--- config.mk ---
export PLATFORM = sky130hd
export DESIGN_NAME = tick_serializer
export DESIGN_NICKNAME = d
export VERILOG_FILES = /design/src/rtl/tick_serializer.sv
export SDC_FILE = /design/constraint.sdc
export NUM_CORES = 1
export LEC_CHECK = 0
export CORE_ASPECT_RATIO = 0.9
export CORE_MARGIN = 4
export CORE_UTILIZATION = 47
export CTS_BUF_LIST = sky130_fd_sc_hd__clkbuf_8 sky130_fd_sc_hd__clkbuf_16
export CTS_CLUSTER_SIZE = 20
export DETAILED_ROUTE_END_ITERATION = 10
export HOLD_SLACK_MARGIN = 0.03
export PLACE_DENSITY = 0.78
export SYNTH_ARGS = -nofsm -noshare
export SYNTH_HDL_FRONTEND = slang
export SYNTH_SLANG_ARGS = --single-unit
--- constraint.sdc ---
create_clock -name clk_i -period 1.6 [get_ports clk_i]
set_input_delay 0.16 -clock clk_i [delete_from_list [all_inputs] [get_ports clk_i]]
set_output_delay 0.16 -clock clk_i [all_outputs]
set_load 0.005 [all_outputs]
--- src/rtl/tick_serializer.sv ---
// tick_serializer: shifts a W-bit codeword out one bit per slow_clk_i rising edge, seen as a one-cycle tick.
// Define TICK_SERIALIZER_PARITY_EN to append an even-parity bit after the data bits.
module tick_serializer #(
  parameter int   W          = 15,
  parameter int   MSB_FIRST  = 1,
  parameter logic IDLE_LEVEL = 1'b1
) (
  input  logic         clk_i,
  input  logic         rst_i,
  input  logic         slow_clk_i,
  input  logic [W-1:0] data_i,
  input  logic         valid_i,
  output logic         ready_o,
  output logic         serial_o,
  output logic         busy_o,
  output logic         done_o
);
  localparam int CW = $clog2(W + 2);
  localparam logic [CW-1:0] LAST = CW'(W);
  typedef enum logic [2:0] {
    IDLE,
    ARMED,
    SHIFT,
`ifdef TICK_SERIALIZER_PARITY_EN
    PARITY,
`endif
    DONE
  } state_t;
  state_t state, nxt;
  logic s1, s2, hist, seen_low, tick;
  logic [1:0] warm;
  logic [W-1:0] sh;
  logic [CW-1:0] cnt;
  logic ser;
`ifdef TICK_SERIALIZER_PARITY_EN
  logic par;
`endif
  // seen_low blocks a false edge when slow_clk_i is already high as reset releases
  always_ff @(posedge clk_i or posedge rst_i) begin
    if (rst_i) begin
      s1       <= 1'b0;
      s2       <= 1'b0;
      hist     <= 1'b0;
      warm     <= 2'b00;
      seen_low <= 1'b0;
    end else begin
      s1       <= slow_clk_i;
      s2       <= s1;
      hist     <= s2;
      warm     <= {warm[0], 1'b1};
      seen_low <= seen_low | (warm[1] & ~s2);
    end
  end
  assign tick = s2 & ~hist & seen_low;
  always_ff @(posedge clk_i or posedge rst_i) begin
    if (rst_i) state <= IDLE;
    else       state <= nxt;
  end
  always_comb begin
    nxt = state;
    unique case (state)
      IDLE:   nxt = valid_i ? ARMED : IDLE;
      ARMED:  nxt = tick ? SHIFT : ARMED;
`ifdef TICK_SERIALIZER_PARITY_EN
      SHIFT:  nxt = (tick && cnt >= LAST) ? PARITY : SHIFT;
      PARITY: nxt = tick ? DONE : PARITY;
`else
      SHIFT:  nxt = (tick && cnt >= LAST) ? DONE : SHIFT;
`endif
      DONE:   nxt = IDLE;
      default: nxt = IDLE;
    endcase
  end
  always_ff @(posedge clk_i or posedge rst_i) begin
    if (rst_i) begin
      sh  <= '0;
      cnt <= '0;
      ser <= IDLE_LEVEL;
`ifdef TICK_SERIALIZER_PARITY_EN
      par <= 1'b0;
`endif
    end else if (state == IDLE && valid_i) begin
      sh  <= data_i;
      cnt <= '0;
`ifdef TICK_SERIALIZER_PARITY_EN
      par <= ^data_i;
`endif
    end else if (tick && (state == ARMED || state == SHIFT) && cnt < LAST) begin
      ser <= (MSB_FIRST != 0) ? sh[W-1] : sh[0];
      sh  <= (MSB_FIRST != 0) ? sh << 1 : sh >> 1;
      cnt <= cnt + 1'b1;
    end else if (tick && state == SHIFT) begin
`ifdef TICK_SERIALIZER_PARITY_EN
      ser <= par;
    end else if (tick && state == PARITY) begin
`endif
      ser <= IDLE_LEVEL;
    end
  end
  assign ready_o  = state == IDLE;
  assign busy_o   = state != IDLE;
  assign done_o   = state == DONE;
  assign serial_o = ser;
endmodule

==> results.py, run 1 <==
metrics = {
    "final_layout": {
        "fin_util_pct": 68.62,
        "nFillCells": 211,
        "drive_gt1_share_pct": 19.46,
        "area_delta_synth_final_pct": 36.28,
        "final_nets": 210,
        "diodes": 0,
    },
    "placement": {
        "gp_congestion": 0.7989,
        "place_ws_ps": -44.50,
        "hpwl_mm": 2.357,
        "io_buffer_count": 22,
    },
    "clocking": {
        "clk_latency_ps": 280,
        "cts_tree": "done",
        "cts-htree-levels": 2,
        "cts_buffers": 5,
        "cts.sinks": 29,
        "clock_path_buffers": 2,
        "root_buffer": "clkbuf_8",
        "clk_pin_slew_worst_paths_ps": 60,
    },
    "power": {
        "cellPowerDensity_nw_per_um2": 1581,
        "p_leak_nw": 0.8435,
        "ir_worst_vdd_mv": 0.8300,
        "total_power_mw": 3.054,
    },
    "critical_path": {
        "crit_path_start_kind": "flop",
        "cp-end-kind": "flop",
        "worstPathMaxFanout": 7,
        "timing_worst_setup_path_type": "flop to flop",
        "required_ps": 1810,
        "cp.arrival_ps": 1760,
    },
    "status": {
        "status": "finished, final reports clean",
    },
    "synth": {
        "netlist.area_leader.share_pct": 49.43,
        "syn_nets": 172,
        "synth_edf_count": 0,
        "synth-seq-area-share_pct": 51.28,
        "synth_area_um2": 1418,
        "syn_area_per_cell_um2": 9.710,
        "yosys_warnings": 0,
        "ys_top_cells_by_area": "dfrtp_1 (49%), a21oi_1 (7.1%), o21ai_0 (6.4%)",
        "syn_inst": 146,
        "ys_seq_elements": 29,
        "synth_ff_type": "dfrtp_1",
        "synth_top_area_cell": "dfrtp_1",
        "async_reset_ff_share_pct": 100.0,
        "yosysUniqueCellTypes": 33,
    },
    "timing": {
        "max_freq_ghz": 0.6433,
        "final-max-slew-violation-count": 0,
        "hold_viol": 0,
        "skew_ps": 4.298,
        "fin_crit_sh_pct": 97.16,
        "setup_tns_ps": 0,
        "period_minus_slack_ps": 1554,
        "worst_slack_ps": 45.50,
        "finalSetupViolCount": 0,
        "whs_ps": 104.8,
    },
    "drt": {
        "dr.pass1.iters": 4,
        "ant_nets": 0,
        "drt_iter0_drc": 75,
        "wire_per_inst_um": 15.50,
        "vias": 1271,
        "wirelength_mm": 3.488,
        "viasPerCell": 5.649,
        "drc": 0,
    },
    "global_route": {
        "grt_pass1_wl_mm": 5.595,
        "grt_antenna_before_repair": 0,
        "track_usage_pct": 19.08,
        "grt_max_degree": 17,
        "grt_pass1_vias": 1266,
        "grt-ovfl-total": 0,
    },
    "die": {
        "die-width_um": 65.89,
        "coreArea_um2": 2815,
        "die-area_um2": 3960,
        "rows": 18,
        "die_y_um": 60.10,
        "initial_utilization_pct": 50.36,
        "ioPinCount": 23,
    },
    "worst_hold_path": {
        "hp-class": "primary input to asynchronous set/reset pin",
    },
    "run": {
        "maxCapViolations": 0,
    },
}
[cell usage after synthesis, drive strengths merged (2+ instances only)]
cell / instances
inv: 7
ha: 7
a31oi: 14
and4b: 2
nor3: 2
nand3: 2
buf: 4
o21ai: 19
a21oi: 20
nand2: 3
or3: 2
nor2: 15
clkbuf: 6
dfrtp: 28
[critical path: stages, from the launching register on]
cell	delay [ps]
dfrtp_1	380
inv_2	70
ha_4	280
nand4b_4	160
or4_1	450
a21oi_1	150
[through the flow]
| stage | cell area [um^2] | instances |
|---|---|---|
| after floorplan | 1418 | 146 |
| after global placement | 1769 | 215 |
| after detailed placement | 1769 | 215 |
| after CTS | 1881 | 224 |
| after global routing | 1932 | 225 |
| final | 1932 | 225 |
[repair_timing]
action	4_1_cts	5_1_grt
resized for setup	4	11
pin swaps	3	3
setup buffers	1	1
hold buffers	0	0
endpoints found under the setup margin	5	16
[state kept, by name, summed over array words and instances, names as in the netlist]
signal and cells:
warm 2, cnt 5, hist 1, s2 1, s1 1, state 2, sh 15, serial_o 1
seen_low 1
[final cells by class]
cell class | count | area (um^2) | share of cell area [%]
repair buffers | 41 | 382.9 | 19.82
inverters | 7 | 26.28 | 1.360
multi-input cells | 100 | 655.6 | 33.94
flip-flops and latches | 29 | 726.9 | 37.63
clock inverters | 2 | 7.507 | 0.3886
well taps | 40 | 50.05 | 2.591
clock buffers | 6 | 82.58 | 4.275
[final timing paths]
check / start / end / slack [ps] / cells past startpoint
worst min-delay path: rst_i / seen_low / 100 / 2
worst max register to register: state[0] / cnt[2] / 50 / 5
min in group clk_i: slow_clk_i / s1 / 310 / 1
max in group asynchronous: rst_i / serial_o / 1000 / 3
worst max-delay path: state[0] / cnt[2] / 50 / 5
worst min register to register: s1 / s2 / 360 / 0
[cell usage in the layout (no fill, tap or decap), drive strengths merged]
cell type | netlist | layout
dfrtp | 28 | 28
a21oi | 20 | 20
clkdlybuf4s50 | 0 | 19
o21ai | 19 | 19
buf | 4 | 19
nor2 | 15 | 15
a31oi | 14 | 14
inv | 7 | 9
ha | 7 | 7
clkbuf | 6 | 6
nand2 | 3 | 3
and4b | 2 | 2
nor3 | 2 | 2
nand3 | 2 | 2
dlymetal6s2s | 0 | 2
or3 | 2 | 2
a41oi | 1 | 1
a211oi | 1 | 1
and2 | 1 | 1
a41o | 1 | 1
nand4b | 1 | 1
nor4 | 1 | 1
and3 | 1 | 1
nand3b | 1 | 1
o22ai | 1 | 1
a21o | 1 | 1
o31ai | 1 | 1
or4 | 1 | 1
o21a | 1 | 1
dlygate4sd2 | 0 | 1
dfstp | 1 | 1
conb | 1 | 1
[per-layer routing]
layer / share of wire, % / GRT usage, % / wire (um) / vias to the layer above
met1: 42 / 21.62 / 1456 / 622
met2: 51 / 33.57 / 1784 / 42
met3: 5.4 / 6.767 / 188 / 6
met5: 0 / 0 / 0 / -
li1: - / - / - / 601
met4: 1.7 / 6.213 / 58 / 0
[logic make-up (layout without fill, tap and decap cells)]
group / count (synthesis) / in the layout / share of synthesized area, %
and+or+nand+nor: 32 / 32 / 11.92
DFF: 29 / 29 / 51.28
AOI/OAI and AO/OA: 60 / 60 / 24.36
buffers and inverters: 17 / 56 / 6.002
adders and majority gates: 7 / 7 / 6.178
other: 1 / 1 / 0.2645
[power by group]
group	total, mW	switching [mW]	leakage, nW	internal, mW
registers	1.15	0.147	0.342	1.00
logic	1.30	0.654	0.448	0.646
clock network	0.603	0.266	0.0538	0.337
Power figures use the tool's default switching activity.
==> run 2, diff against run 1 <==
--- a/config.mk
+++ b/config.mk
@@ -13,6 +13,7 @@
 export DETAILED_ROUTE_END_ITERATION = 10
 export HOLD_SLACK_MARGIN = 0.03
 export PLACE_DENSITY = 0.78
+export SETUP_SLACK_MARGIN = 0.15
 export SYNTH_ARGS = -nofsm -noshare
 export SYNTH_HDL_FRONTEND = slang
 export SYNTH_SLANG_ARGS = --single-unit
==> run 2 against run 1 <==
Sequential share of layout area down 2.3 points. Global-route usage grew 1.8 points. Combinational power is 18% higher.
==> results.py, run 2 (synthesis gave the netlist of run 1 again) <==
metrics = {
    "status": {
        "status": "finished, final reports clean",
    },
    "final_layout": {
        "drive_gt1_share_pct": 31.22,
        "diodes": 0,
        "fin_util_pct": 73.16,
        "largest_reg_flops": 15,
        "seqCellArea_um2": 726.9,
        "final_nets": 214,
        "multi_input_area_um2": 725.7,
        "reg_top3": "sh: 15 flops, cnt: 5 flops",
        "area_delta_synth_final_pct": 45.28,
        "regMostFlops": "sh",
        "final_cell_mix": "dfrtp_1 (28), clkdlybuf4s50_1 (18), a21oi_1 (16), buf_4 (16), nor2_1 (15)",
        "nFillCells": 210,
        "layout_commonest_cell": "dfrtp_1",
    },
    "timing": {
        "max_freq_ghz": 0.6505,
        "setup_tns_ps": 0,
        "whs_ps": 247.1,
        "finalSetupViolCount": 0,
        "rsz0062_at_grt": "yes",
        "hold_viol": 0,
        "skew_ps": 5.604,
        "worst_slack_ps": 62.61,
        "final-max-slew-violation-count": 0,
        "fin_crit_sh_pct": 96.09,
        "period_minus_slack_ps": 1537,
    },
    "worst_hold_path": {
        "hp-class": "primary input to asynchronous set/reset pin",
    },
    "die": {
        "die-area_um2": 3960,
        "ioPinCount": 23,
        "coreArea_um2": 2815,
        "die_y_um": 60.10,
        "rows": 18,
        "initial_utilization_pct": 50.36,
        "die-width_um": 65.89,
    },
    "global_route": {
        "track_usage_pct": 20.91,
        "grt_antenna_before_repair": 0,
        "grt-ovfl-total": 0,
        "grt_pass1_wl_mm": 6.168,
        "grt_pass1_vias": 1357,
        "grt_max_degree": 30,
    },
    "drt": {
        "vias": 1328,
        "ant_nets": 0,
        "wire_per_inst_um": 16.34,
        "drc": 0,
        "wirelength_mm": 3.741,
        "drt_iter0_drc": 85,
        "dr.pass1.iters": 4,
        "viasPerCell": 5.799,
    },
    "critical_path": {
        "worstPathMaxFanout": 7,
        "critical_path.cell_chain": "inv_2 -> ha_4 -> and4b_2 -> clkbuf_4 -> a31oi_1 -> a21oi_1",
        "critPathTopFamily": "flip-flops",
        "required_ps": 1760,
        "worstPathBufferInverterCount": 2,
        "crit_path_start_kind": "flop",
        "cp-end-kind": "flop",
        "timing_worst_setup_path_type": "flop to flop",
        "cpPeakStageDelay_ps": 410,
        "crit_slowest_cell": "dfrtp_1",
        "cp.arrival_ps": 1700,
    },
    "run": {
        "maxCapViolations": 0,
    },
    "placement": {
        "io_buffer_count": 22,
        "hpwl_mm": 2.137,
        "place_ws_ps": 51.47,
        "gp_congestion": 0.7764,
    },
    "clocking": {
        "cts_buffers": 5,
        "clock_path_buffers": 2,
        "cts-htree-levels": 2,
        "clk_pin_slew_worst_paths_ps": 70,
        "root_buffer": "clkbuf_8",
        "clk_latency_ps": 280,
        "cts.sinks": 29,
        "cts_tree": "done",
    },
    "power": {
        "seq_power_share_pct": 33.7,
        "total_power_mw": 3.500,
        "switchingPower_mw": 1.220,
        "cellPowerDensity_nw_per_um2": 1699,
        "power_frac_comb_pct": 43.6,
        "clkPwrFrac_pct": 22.7,
        "ir_worst_vdd_mv": 1.095,
        "intPower_mw": 2.279,
        "p_leak_nw": 0.8705,
        "switching_share_pct": 34.87,
    },
}
[run 2: path summary, 6_finish.rpt]
kind	start	endpoint	slack, ps	cells after the start
worst max-delay path	state[0]	sh[4]	60	6
worst min-delay path	rst_i	state[1]	250	3
worst max register to register	state[0]	sh[4]	60	6
worst min register to register	warm[0]	warm[1]	360	0
max in group asynchronous	rst_i	serial_o	1040	3
min in group clk_i	slow_clk_i	s1	320	1
[run 2: layer usage]
metal  routed length [um]  GRT usage, %  share of wire, %  vias to the layer above
met1                 1553         24.97                42                      636
met5                    0             0                 0                        -
li1                     -             -                 -                      619
met4                  152         13.91               4.1                        0
met2                 1841         33.00                49                       55
met3                  194         5.827               5.2                       18
[run 2: layout make-up]
cell class | count | share of cell area (%)
Clock buffer | 6 | 4.010
Clock inverter | 2 | 1.823
Inverter | 7 | 1.276
Multi-Input combinational cell | 100 | 35.24
Sequential cell | 29 | 35.30
Tap cell | 40 | 2.430
Timing Repair Buffer | 45 | 19.93
[run 2: power groups by stage]
stage	sequential, mW	clock (mW)	combinational, mW
after floorplan	1.14	0	0.746
after global placement	1.15	0	1.12
after detailed placement	1.16	0	1.17
after CTS	1.15	0.804	1.38
after global routing	1.21	0.843	1.68
final	1.18	0.794	1.53
[run 2: worst register-to-register path, delay by kind of cell, from the launching register on]
family                     cells  cell delay [ps]
DFF                            1              410
adders and majority gates      1              220
and+or+nand+nor                1              270
AOI/OAI and AO/OA              2              240
buffers and inverters          2              280
[run 2: what timing repair did]
action	4_1_cts	5_1_grt
gates resized for setup	35	20
hold buffers	0	0
setup endpoints to repair	25	23
endpoints found under the hold margin	0	0
setup buffers	7	1
cloned	2	1
pin swaps	7	6
[run 2: per-stage QoR]
step	std cells	cell area, um^2
final	229	2059
after global routing	229	2059
after CTS	227	1991
after detailed placement	210	1734
after global placement	210	1734
after floorplan	146	1436
